<file path="src/rtl/d_cmp_pipe.sv">
// d_cmp_pipe: registered branch-condition comparator for decode.
// One-cycle latency, stall/flush aware, saturating branch statistics.
module d_cmp_pipe #(
    parameter int WIDTH = 32,
    parameter int CNT_W = 16
) (
    input  logic             clk,
    input  logic             reset,
    input  logic             in_valid,
    input  logic             stall,
    input  logic             flush,
    input  logic             cnt_clr,
    input  logic [2:0]       mode,
    input  logic [WIDTH-1:0] rs,
    input  logic [WIDTH-1:0] rt,
    output logic             out_valid,
    output logic             cmp_result,
    output logic [CNT_W-1:0] taken_cnt,
    output logic [CNT_W-1:0] total_cnt
);

    localparam logic [2:0] M_EQ  = 3'b000;
    localparam logic [2:0] M_NE  = 3'b001;
    localparam logic [2:0] M_LEZ = 3'b010;
    localparam logic [2:0] M_GTZ = 3'b011;
    localparam logic [2:0] M_LTZ = 3'b100;
    localparam logic [2:0] M_GEZ = 3'b101;
    localparam logic [2:0] M_LTU = 3'b110;
    localparam logic [2:0] M_LT  = 3'b111;

    localparam logic [CNT_W-1:0] CNT_MAX = '1;

    logic eq;
    logic neg;
    logic zero;
    logic ltu;
    logic lt;
    logic c;
    logic capture;

    assign eq   = (rs == rt);
    assign neg  = rs[WIDTH-1];
    assign zero = (rs == '0);
    assign ltu  = (rs < rt);
    assign lt   = ($signed(rs) < $signed(rt));

    assign capture = in_valid & ~flush & ~stall;

    // Select the branch condition for the requested compare mode
    always_comb begin
        c = 1'b0;
        unique case (mode)
            M_EQ:    c = eq;
            M_NE:    c = ~eq;
            M_LEZ:   c = neg | zero;
            M_GTZ:   c = ~neg & ~zero;
            M_LTZ:   c = neg;
            M_GEZ:   c = ~neg;
            M_LTU:   c = ltu;
            M_LT:    c = lt;
            default: c = 1'b0;
        endcase
    end

    // Output stage: flush kills, stall holds, otherwise capture
    always_ff @(posedge clk) begin
        if (reset) begin
            out_valid  <= 1'b0;
            cmp_result <= 1'b0;
        end else if (flush) begin
            out_valid  <= 1'b0;
            cmp_result <= 1'b0;
        end else if (!stall) begin
            out_valid  <= in_valid;
            cmp_result <= in_valid & c;
        end
    end

    // Saturating statistics; clear overrides any coincident capture
    always_ff @(posedge clk) begin
        if (reset || cnt_clr) begin
            taken_cnt <= '0;
            total_cnt <= '0;
        end else if (capture) begin
            if (total_cnt != CNT_MAX) begin
                total_cnt <= total_cnt + 1'b1;
            end
            if (c && (taken_cnt != CNT_MAX)) begin
                taken_cnt <= taken_cnt + 1'b1;
            end
        end
    end

endmodule

</file>
<file path="config.mk">
export PLATFORM = sky130hd
export DESIGN_NAME = d_cmp_pipe
export DESIGN_NICKNAME = d
export VERILOG_FILES = /design/src/rtl/d_cmp_pipe.sv
export SDC_FILE = /design/constraint.sdc
export NUM_CORES = 1
export LEC_CHECK = 0
export ABC_AREA = 1
export CAP_MARGIN = 20
export CORE_UTILIZATION = 40
export DETAILED_ROUTE_END_ITERATION = 10
export DONT_BUFFER_PORTS = 1
export PLACE_DENSITY = 0.57
export SYNTH_ARGS = -nofsm -noshare
export SYNTH_HDL_FRONTEND = slang
export SYNTH_SLANG_ARGS = --single-unit
</file>
<file path="constraint.sdc">
create_clock -name clk -period 3.1 [get_ports clk]
set_clock_uncertainty 0.1 [all_clocks]
set_input_delay 0 -clock clk [delete_from_list [all_inputs] [get_ports clk]]
set_output_delay 0 -clock clk [all_outputs]
set_load 0.01 [all_outputs]
</file>
==> flow_summary.html <==
<table>
<tr><th>Metric</th><th>Value</th></tr>
<tr><th colspan="2">Outcome</th></tr>
<tr><td>Status</td><td>complete, no violations</td></tr>
<tr><th colspan="2">Yosys</th></tr>
<tr><td>Post-synth top cells</td><td>nand2_1 (106), inv_1 (84), nor2_1 (81), dfxtp_1 (34), ha_1 (34)</td></tr>
<tr><td>Synth Net Count</td><td>575</td></tr>
<tr><td>Top cells by area in the synthesized netlist</td><td>dfxtp_1 (23%), ha_1 (14%), nand2_1 (13%)</td></tr>
<tr><td>Dominant cell by count in the synthesized netlist</td><td>nand2_1</td></tr>
<tr><td>Fraction of post-synthesis cell area in the top cell type by area</td><td>22.8%</td></tr>
<tr><td>Flip-flop and latch count after synthesis</td><td>34</td></tr>
<tr><td>Cell area after technology mapping</td><td>about 0.0030 mm^2</td></tr>
<tr><td>Synth unique cells</td><td>33</td></tr>
<tr><td>Post-synthesis async set-or-reset flop share</td><td>0%</td></tr>
<tr><td>Total number of yosys warnings</td><td>0</td></tr>
<tr><td>Post-synth top flop</td><td>dfxtp_1</td></tr>
<tr><td>Cell taking the most area after synthesis</td><td>dfxtp_1</td></tr>
<tr><td>Post-synth EDFFs</td><td>0</td></tr>
<tr><td>Average cell area after synthesis</td><td>6.39 um^2</td></tr>
<tr><td>Sequential fraction of the synthesis area</td><td>22.8%</td></tr>
<tr><td>Cells after synthesis</td><td>~470</td></tr>
<tr><th colspan="2">Critical path</th></tr>
<tr><td>Req. time, crit path</td><td>3.18 ns</td></tr>
<tr><td>Crit. End Element</td><td>flop</td></tr>
<tr><td>Capture instance of the worst register-to-register path</td><td>taken_cnt[5]</td></tr>
<tr><td>Number of cells traversed by the worst register-to-register path</td><td>8</td></tr>
<tr><td>Type of the setup path with the least slack</td><td>reg -&gt; reg</td></tr>
<tr><td>Launch instance of the worst register-to-register path</td><td>taken_cnt[0]</td></tr>
<tr><td>Startpoint kind of the worst setup timing path</td><td>flop</td></tr>
<tr><td>Flop2flop setup slack</td><td>0.80 ns</td></tr>
<tr><td>Data arrival time of the worst path</td><td>2.38 ns</td></tr>
<tr><td>Max FO, Critical Path</td><td>13</td></tr>
<tr><th colspan="2">CTS</th></tr>
<tr><td>Number of H-tree branching levels</td><td>2</td></tr>
<tr><td>Clock insertion delay at the later pin of the skew report</td><td>0.28 ns</td></tr>
<tr><td>CTS tree</td><td>built</td></tr>
<tr><td>CTS buffer count</td><td>5</td></tr>
<tr><td>CTS Root Buffer Type</td><td>clkbuf_8</td></tr>
<tr><td>Cells resized by post-CTS repair</td><td>0</td></tr>
<tr><td>Clock sinks</td><td>34</td></tr>
<tr><td>Maximum number of buffers from clock root to sink</td><td>2</td></tr>
<tr><td>Clock-pin transition on the worst setup and hold timing paths</td><td>0.07 ns</td></tr>
<tr><th colspan="2">Final layout</th></tr>
<tr><td>Layout-stage area growth over the synthesis result</td><td>7.95%</td></tr>
<tr><td>Number of nets in the layout</td><td>582</td></tr>
<tr><td>Total inserted antenna cells</td><td>0</td></tr>
<tr><td>FILL cells</td><td>804</td></tr>
<tr><td>Area taken by flip-flops and latches</td><td>about 680 um^2</td></tr>
<tr><td>Non-filler instance count after layout</td><td>575</td></tr>
<tr><td>Final design instance area without fill</td><td>0.00323 mm^2</td></tr>
<tr><td>Area of combinational cells with multiple inputs</td><td>0.00193 mm^2</td></tr>
<tr><td>Ratio of cells with drive above 1 in the final layout</td><td>8.40%</td></tr>
<tr><th colspan="2">STA</th></tr>
<tr><td>Worst-Margin Slew</td><td>0.772 ns</td></tr>
<tr><td>Final hold violations</td><td>0</td></tr>
<tr><td>RSZ-0062 raised after global routing</td><td>no</td></tr>
<tr><td>Sum Neg Setup Slack</td><td>0 ns</td></tr>
<tr><td>Worst-case headroom to the max-slew limit</td><td>48.4%</td></tr>
<tr><td>Fmax</td><td>between 0.4 and 0.5 GHz</td></tr>
<tr><td>Final min period</td><td>2.30 ns</td></tr>
<tr><td>Part of the cycle the worst path needs</td><td>between 70% and 80%</td></tr>
<tr><td>Number of slew-limit violations in the final report</td><td>0</td></tr>
<tr><td>Finish-stage setup viols</td><td>0</td></tr>
<tr><th colspan="2">Global route</th></tr>
<tr><td>Antenna violations before repair</td><td>0</td></tr>
<tr><td>First-pass GRT wire length</td><td>11000 um</td></tr>
<tr><td>Largest net degree at the start of global routing</td><td>23</td></tr>
<tr><td>Combined global-route utilization of all metal layers</td><td>roughly 18%</td></tr>
<tr><td>Global route overflow</td><td>0</td></tr>
<tr><td>Number of global-route vias before repair</td><td>2619</td></tr>
<tr><th colspan="2">Route</th></tr>
<tr><td>Drt via density</td><td>just under 5</td></tr>
<tr><td>Antenna viol nets, final</td><td>0</td></tr>
<tr><td>Post-detailed-route DRC marker count</td><td>0</td></tr>
<tr><td>Total iterations of the first detailed-routing run</td><td>4</td></tr>
<tr><td>Detail-routed net length per standard cell</td><td>11.5 um</td></tr>
<tr><td>DRT iter0 DRCs</td><td>58</td></tr>
<tr><td>Via total after detailed routing</td><td>2777</td></tr>
<tr><td>Final WL</td><td>6620 um</td></tr>
<tr><th colspan="2">Flow run</th></tr>
<tr><td>Count of max-cap constraint violations</td><td>0</td></tr>
<tr><th colspan="2">Floorplan</th></tr>
<tr><td>Initial standard-cell utilization of the core</td><td>41.2%</td></tr>
<tr><td>Std cell rows</td><td>31</td></tr>
<tr><td>Std-Cell Core Area</td><td>0.00725 mm^2</td></tr>
<tr><td>Die area</td><td>0.00783 mm^2</td></tr>
<tr><td>Number of top-level pins</td><td>107</td></tr>
<tr><td>Die outline height</td><td>88.5 um</td></tr>
<tr><td>Chip width</td><td>around 88 um</td></tr>
<tr><th colspan="2">Placement</th></tr>
<tr><td>Detailed Place HPWL</td><td>5360 um</td></tr>
<tr><td>Total instance count after detailed placement</td><td>between 500 and 600</td></tr>
<tr><td>Area post-placement</td><td>0.00308 mm^2</td></tr>
<tr><td>I/O Buffers</td><td>0</td></tr>
<tr><td>Placer congestion estimate</td><td>0.804</td></tr>
<tr><th colspan="2">Worst hold path</th></tr>
<tr><td>HP Class</td><td>in -&gt; reg</td></tr>
<tr><td>Critical hold path startpoint</td><td>cnt_clr</td></tr>
<tr><td>Hold Path Cell Cnt</td><td>4</td></tr>
<tr><td>Capture endpoint of the worst hold path</td><td>taken_cnt[1]</td></tr>
<tr><th colspan="2">Power</th></tr>
<tr><td>Cell internal power dissipation</td><td>around 0.7 mW</td></tr>
<tr><td>Relative contribution of sequential cells to total power</td><td>46.2%</td></tr>
<tr><td>Maximum ir drop on the vdd rail</td><td>0.000137 V</td></tr>
<tr><td>Switching portion of total power</td><td>28.1%</td></tr>
<tr><td>Power after layout</td><td>0.958 mW</td></tr>
<tr><td>Proportion of power drawn by combinational gates</td><td>18.0%</td></tr>
<tr><td>Cell Pwr Density</td><td>297 mW/mm^2</td></tr>
<tr><td>NetSw</td><td>0.269 mW</td></tr>
<tr><td>Leakage power of the design</td><td>1.44 nW</td></tr>
<tr><td>Clock group share of total power</td><td>35.7%</td></tr>
</table>
-- cell type report --
cell class	instances	share of cell area [%]
inverters	90	10.5
flip-flops and latches	34	21.1
multi-input cells	337	59.7
repair buffers	7	2.09
clock buffers	7	2.67
well taps	99	3.84
clock inverters	1	0.155
-- cell families after synthesis --
logic type / count (synthesis) / share of synthesized area [%]
buf+inv: 97 / 12.8
xor+xnor: 5 / 1.46
compound gates: 53 / 10.4
flops: 34 / 22.8
simple gates: 245 / 38.4
fa+ha+maj: 34 / 14.2
-- through the flow --
| step | util [%] | setup slack [ns] | hold slack [ns] |
|---|---|---|---|
| after global routing | 44.5 | 0.591 | 0.0145 |
| after detailed placement | 42.4 | 0.831 | 0.0418 |
| after floorplan | - | 1.27 | 0.0360 |
| final | 44.5 | 0.805 | 0.00668 |
| after CTS | 44.5 | 0.807 | 0.00260 |
| after global placement | 42.4 | 0.885 | 0.0425 |
-- cell usage in the layout, fill, tap and decap left out, drive strengths merged --
cell type    synthesis  layout
inv                 90      90
dfxtp               34      34
ha                  34      34
o21bai               7       7
nor4                 5       5
nand4               16      16
clkbuf               2       7
nand2              110     110
nand3               12      12
or2                  1       1
clkinv               0       1
xor2                 5       5
and3                 1       1
nor3b                3       3
buf                  5       1
a21o                 1       1
o21ai               12      12
o31ai                1       1
dlygate4sd3          0       6
nor3                13      13
o21a                 3       3
a21oi               29      29
nor2                84      84
-- per-layer routing --
layer  GRT usage [%]  up-vias  share of wire, %
met5               0        -                 0
met4            3.81        0              0.73
met3            4.66        4               5.8
met2            30.9       61                46
met1            21.4     1221                47
li1                -     1491                 -
-- how the worst max path moves through the flow --
| stage | depth (start not counted) | to | startpoint |
|---|---|---|---|
| after floorplan | 10 | taken_cnt[14] | taken_cnt[1] |
| after global placement | 8 | taken_cnt[0] | taken_cnt[1] |
| after detailed placement | 8 | taken_cnt[5] | taken_cnt[0] |
| after CTS | 8 | taken_cnt[5] | taken_cnt[0] |
| after global routing | 8 | taken_cnt[5] | taken_cnt[0] |
| final | 8 | taken_cnt[5] | taken_cnt[0] |
-- power by group through the flow --
| stage | Clock (mW) | Sequential [mW] | Combinational, mW |
|---|---|---|---|
| 2_1_floorplan | 0 | 0.452 | 0.143 |
| 3_3_place_gp | 0 | 0.453 | 0.163 |
| 3_5_place_dp | 0 | 0.453 | 0.168 |
| 4_1_cts | 0.353 | 0.443 | 0.175 |
| 5_1_grt | 0.372 | 0.443 | 0.205 |
| 6_report | 0.342 | 0.443 | 0.173 |
-- what timing repair did --
action / in CTS / in global routing
buffers inserted: 0 / 0
endpoints found under the setup margin: 0 / 0
endpoints found under the hold margin: 9 / 0
hold buffers: 6 / 0
-- state kept, by name, indices dropped and copies added, names as in the netlist --
name        cells
taken_cnt      16
total_cnt      16
cmp_result      1
out_valid       1
-- worst max-delay path, stage by stage, from the launching register on --
cell	delay [ns]
dfxtp_1	0.43
ha_1	0.22
nand3_1	0.14
nor3_2	0.21
nand3_1	0.50
nand4_4	0.40
nand2_1	0.08
nand2_1	0.07
nor2_1	0.04
Power figures use the tool's default switching activity.
